**src/rtl/seg7_pkg.sv**
```systemverilog
// Shared constants for the four-digit seven-segment scan driver.
// Segment vectors are active-high, bit 0 = a ... bit 6 = g.
package seg7_pkg;

   localparam int unsigned NUM_DIGITS = 4;

   localparam logic [6:0] SEG_0     = 7'h3F;
   localparam logic [6:0] SEG_1     = 7'h06;
   localparam logic [6:0] SEG_2     = 7'h5B;
   localparam logic [6:0] SEG_3     = 7'h4F;
   localparam logic [6:0] SEG_4     = 7'h66;
   localparam logic [6:0] SEG_5     = 7'h6D;
   localparam logic [6:0] SEG_6     = 7'h7D;
   localparam logic [6:0] SEG_7     = 7'h07;
   localparam logic [6:0] SEG_8     = 7'h7F;
   localparam logic [6:0] SEG_9     = 7'h6F;
   localparam logic [6:0] SEG_E     = 7'h79;
   localparam logic [6:0] SEG_BLANK = 7'h00;

   typedef logic [1:0] digit_idx_t;

   function automatic logic [NUM_DIGITS-1:0] idx_to_onehot(input digit_idx_t idx);
      return 4'b0001 << idx;
   endfunction

endpackage

```
**src/rtl/bcd_to_seg7.sv**
```systemverilog
// Combinational BCD to seven-segment decoder; codes 10..15 show the letter E.
module bcd_to_seg7
   import seg7_pkg::*;
(
   input  logic [3:0] bcd_i,
   output logic [6:0] seg_o
);

   always_comb begin
      seg_o = SEG_E;
      case (bcd_i)
         4'd0:    seg_o = SEG_0;
         4'd1:    seg_o = SEG_1;
         4'd2:    seg_o = SEG_2;
         4'd3:    seg_o = SEG_3;
         4'd4:    seg_o = SEG_4;
         4'd5:    seg_o = SEG_5;
         4'd6:    seg_o = SEG_6;
         4'd7:    seg_o = SEG_7;
         4'd8:    seg_o = SEG_8;
         4'd9:    seg_o = SEG_9;
         default: seg_o = SEG_E;
      endcase
   end

endmodule

```
**src/rtl/seg7_scan_driver.sv**
```systemverilog
// Time-multiplexed driver for a four-digit display with a load-strobed shadow
// register, leading-zero blanking and an out-of-range flag.
module seg7_scan_driver
   import seg7_pkg::*;
#(
   parameter int unsigned SCAN_DIV = 4
) (
   input  logic        clk_i,
   input  logic        mr_i,
   input  logic        en_i,
   input  logic        load_i,
   input  logic [15:0] digits_i,
   input  logic        blank_lz_i,
   output logic [6:0]  seg_o,
   output logic [3:0]  an_o,
   output logic        ovf_o
);

   localparam logic [15:0] PrescMax = 16'(SCAN_DIV - 1);

   logic [15:0]           presc_q, presc_d;
   digit_idx_t            idx_q, idx_d;
   logic [15:0]           shadow_q, shadow_d;
   logic [6:0]            seg_q, seg_d;
   logic [NUM_DIGITS-1:0] an_q, an_d;
   logic                  ovf_q, ovf_d;

   logic                  tick;
   logic [3:0]            cur_nibble;
   logic [6:0]            dec_seg;
   logic [NUM_DIGITS-1:0] nib_zero;
   logic [NUM_DIGITS-1:0] nib_ovf;
   logic [NUM_DIGITS-1:0] zero_from;
   logic                  blank;

   assign cur_nibble = shadow_q[{idx_q, 2'b00} +: 4];

   bcd_to_seg7 u_dec (
      .bcd_i (cur_nibble),
      .seg_o (dec_seg)
   );

   always_comb begin
      nib_zero = '0;
      nib_ovf  = '0;
      for (int i = 0; i < NUM_DIGITS; i++) begin
         nib_zero[i] = (shadow_q[4*i +: 4] == 4'd0);
         nib_ovf[i]  = (shadow_q[4*i +: 4] > 4'd9);
      end
   end

   // zero_from[i]: every nibble from position i up to the thousands digit is zero.
   always_comb begin
      zero_from    = '0;
      zero_from[3] = nib_zero[3];
      zero_from[2] = nib_zero[2] & zero_from[3];
      zero_from[1] = nib_zero[1] & zero_from[2];
      zero_from[0] = nib_zero[0] & zero_from[1];
      blank        = blank_lz_i && (idx_q != 2'd0) && zero_from[idx_q];
   end

   always_comb begin
      tick     = en_i && (presc_q == PrescMax);
      presc_d  = presc_q;
      idx_d    = idx_q;
      shadow_d = shadow_q;
      if (en_i) begin
         presc_d = tick ? 16'd0 : presc_q + 16'd1;
      end
      if (tick) begin
         idx_d = idx_q + 2'd1;
      end
      if (load_i) begin
         shadow_d = digits_i;
      end
      seg_d = blank ? SEG_BLANK : dec_seg;
      an_d  = idx_to_onehot(idx_q);
      ovf_d = |nib_ovf;
   end

   always_ff @(posedge clk_i) begin
      if (mr_i) begin
         presc_q  <= '0;
         idx_q    <= '0;
         shadow_q <= '0;
         seg_q    <= SEG_BLANK;
         an_q     <= '0;
         ovf_q    <= 1'b0;
      end else begin
         presc_q  <= presc_d;
         idx_q    <= idx_d;
         shadow_q <= shadow_d;
         seg_q    <= seg_d;
         an_q     <= an_d;
         ovf_q    <= ovf_d;
      end
   end

   assign seg_o = seg_q;
   assign an_o  = an_q;
   assign ovf_o = ovf_q;

endmodule

```
**config.mk**
```make
export PLATFORM = sky130hd
export DESIGN_NAME = seg7_scan_driver
export DESIGN_NICKNAME = d
export VERILOG_FILES = /design/src/rtl/seg7_pkg.sv /design/src/rtl/bcd_to_seg7.sv /design/src/rtl/seg7_scan_driver.sv
export SDC_FILE = /design/constraint.sdc
export NUM_CORES = 1
export LEC_CHECK = 0
export ABC_AREA = 1
export ABC_CLOCK_PERIOD_IN_PS = 2700
export CAP_MARGIN = 0
export CORE_ASPECT_RATIO = 2
export CORE_MARGIN = 10
export CORE_UTILIZATION = 60
export CTS_BUF_LIST = sky130_fd_sc_hd__clkbuf_8
export CTS_CLUSTER_DIAMETER = 120
export DETAILED_ROUTE_END_ITERATION = 16
export PLACE_DENSITY = 0.95
export SLEW_MARGIN = 30
export SYNTH_ARGS = -nofsm -noshare
export SYNTH_HDL_FRONTEND = slang
export SYNTH_SLANG_ARGS = --single-unit
```
**constraint.sdc**
```tcl
create_clock -name clk_i -period 2.7 [get_ports clk_i]
set_input_delay 0.81 -clock clk_i [delete_from_list [all_inputs] [get_ports clk_i]]
set_output_delay 0.81 -clock clk_i [all_outputs]
set_load 0.005 [all_outputs]
```
==> flow_summary.yaml <==
worst_hold_path:
  hp-start: "shadow_q[13]$_SDFFE_PP0P_"
  holdPathEnd: "shadow_q[13]$_SDFFE_PP0P_"
  whs_path_depth: 2
  hp-class: "register to register"
cts:
  cts_max_path_buffers: 2
  path_clk_slew_ps: 90
  numClockSinks: 46
  cts_resized: 0
  cts_buffers: 5
  post_cts_buffers: 0
  cts_tree: "done"
  cts.hold.buffers_added: 0
  htreeDepth: 2
  insertion_delay_ps: 310
  clockRootBuffer: "clkbuf_8"
worst_setup_path:
  crit_type: "input port to register"
  cp_data_required_time_ps: 2930
  cp_data_arrival_time_ps: 2180
  cp-start-kind: "input port"
  regToRegEndpoint: "seg_o[2]$_SDFF_PP0_"
  r2r-start: "idx_q[0]$_SDFFE_PP0P_"
  ff2ff_path_depth: 11
  critPathCaptureType: "register"
  r2r_slack_ps: 800
  crit_fanout: 6
synthesis:
  synthTopCellsByArea: "dfxtp_1, nand2_1, nor2_1"
  synthTopCellsByCount: "nand2_1, nor2_1, dfxtp_1"
  synth_nets: 363
  ys_seq_area_frac: 0.3902
  synth_warnings: 0
  synthArstFlopShare: 0
  ys_seq_elements: 46
  synth_area_per_cell_um2: 7.065
  yosys.area.top_type: "dfxtp_1"
  synthCells: 334
  syn-cell-area_mm2: 0.002360
  ys_types: 27
  synth-edff-count: 0
  synth-main-ff-cell: "dfxtp_1"
  yosysMostFrequentCell: "nand2_1"
  yosysTopAreaCellShare: 0.3902
drt:
  drc: 0
  ant_nets: 0
  vias: 2230
  dr.pass1.iters: 5
  avgRoutedWirePerCell_um: 12.91
  vias_per_cell: 5.310
  wirelength_um: 5421
  drt_iter0_markers: 86
final_layout:
  syn_to_final_growth_pct: 19.35
  multi_input_area_mm2: 0.001209
  drive_above_1_share: 0.1328
  fill_cells: 298
  nets: 397
  diodes: 0
  fin_cells: 420
  register_area_um2: 920.9
global_route:
  grt_overflow: 0
  grt_pass1_wl_um: 9204
  grt_pass1_vias: 2234
  antenna_found_initial: 0
  grtUsageTotal: 0.1608
  grt_max_degree: 23
pwr:
  p_per_area_mw_per_mm2: 511.8
  leakagePower_nw: 1.284
  peakVddDrop_v: 0.0004693
sta:
  slew_headroom: 0.6379
  worst_pin_slew_ps: 542.6
  whs_ps: 476.0
  hold_viol: 0
  drv_slew: 0
  setup_viol: 0
  setup-tns-final_ps: 0
  rsz0062_at_grt: "false"
  skew_ps: 16.61
  period_needed_ps: 1943
  timing.fmax_mhz: 514.7
  setup_slack_ps: 757.3
  fin_crit_sh: 0.7195
die:
  die_h_um: 108.7
  dieWidth_um: 64.35
  die_area_mm2: 0.006994
  num_rows: 32
  ios: 33
  initial_utilization: 0.6139
  core_area_mm2: 0.003844
placement:
  hpwl_um: 4200
  portBuffers: 32
  gp_congestion: 0.8608
  post-place-ws_ps: 473.3
  dp.cells: 412
outcome:
  status: "completed"
job:
  maxCapViolations: 0
[registers in the layout (all words and copies together), names as in the netlist]
name	count
an_o	4
seg_o	7
shadow_q	16
presc_q	16
ovf_o	1
idx_q	2
[worst max-delay path, stage by stage]
cell             delay, ps
clkdlybuf4s50_1        590
inv_2                  110
nor2_4                 160
nand2_2                110
inv_2                  100
nand2_1                 50
nand2_1                 70
nor3b_2                180
[placed cells by master, fill, tap and decap left out]
cell | netlist | layout
clkdlybuf4s50_1 | 0 | 32
a31oi_1 | 2 | 2
clkinv_4 | 0 | 1
inv_2 | 6 | 6
clkinv_1 | 1 | 1
clkbuf_8 | 0 | 7
nor3_1 | 9 | 9
inv_1 | 38 | 38
nand3_1 | 20 | 20
o21ai_1 | 1 | 1
nand2_4 | 1 | 1
xor2_1 | 3 | 3
nor3b_2 | 1 | 1
nor2_2 | 3 | 3
nand2_1 | 61 | 61
nor2_1 | 57 | 57
buf_4 | 0 | 3
ha_1 | 8 | 8
nor2_4 | 8 | 8
o21ai_0 | 21 | 21
nand4_1 | 2 | 2
or2_2 | 1 | 1
nand3_2 | 5 | 5
a21oi_1 | 19 | 19
nand2_2 | 12 | 12
inv_4 | 1 | 1
dfxtp_1 | 46 | 46
[per-layer routing]
metal  GRT usage  vias up  part of all wire
met5           0        -                 0
met4      0.1215        0             0.056
met3     0.03905       29             0.053
met2      0.3024       88              0.55
met1      0.1401     1001              0.35
li1            -     1112                 -
[where the power goes]
group          total, mW  switching, mW  internal (mW)
registers          0.741         0.0220          0.719
logic              0.230          0.119          0.111
clock network      0.470          0.236          0.235
total               1.44          0.377           1.06
[worst max-delay path by stage]
stage,start,end,slack [ps]
after global placement,en_i,presc_q[14]$_SDFFE_PP0P_,520
after detailed placement,mr_i,seg_o[4]$_SDFF_PP0_,470
after floorplan,mr_i,shadow_q[0]$_SDFFE_PP0P_,1150
after global routing,idx_q[0]$_SDFFE_PP0P_,seg_o[2]$_SDFF_PP0_,590
final,en_i,presc_q[10]$_SDFFE_PP0P_,760
after CTS,an_o[1]$_SDFF_PP0_,an_o[1],740
[area by class of cell]
type / instances / share of cell area
clock buffers: 7 / 0.03421
repair buffers: 35 / 0.1217
well taps: 51 / 0.02266
clock inverters: 1 / 0.003110
multi-input cells: 234 / 0.4291
inverters: 46 / 0.06219
flip-flops and latches: 46 / 0.3270
[through the flow]
stage	cell area, µm²	total power, mW	utilization
3_3_place_gp	2711	0.9736	0.7054
2_1_floorplan	2360	0.8800	-
3_5_place_dp	2711	0.9864	0.7054
4_1_cts	2816	1.450	0.7327
5_1_grt	2816	1.501	0.7327
6_report	2816	1.442	0.7327
[cells by family (layout without fill, tap and decap cells)]
group                    after synthesis  in the layout  synth area share
AND/OR/NAND/NOR                      180            180            0.3664
buffers and inverters                 54             89           0.09756
flip-flops                            46             46            0.3902
AO/OA/AOI/OAI                         43             43           0.09226
adder cells (fa/ha/maj)                8              8           0.04242
XOR/XNOR                               3              3           0.01114
Note: power is estimated with default switching activity, not from simulation.
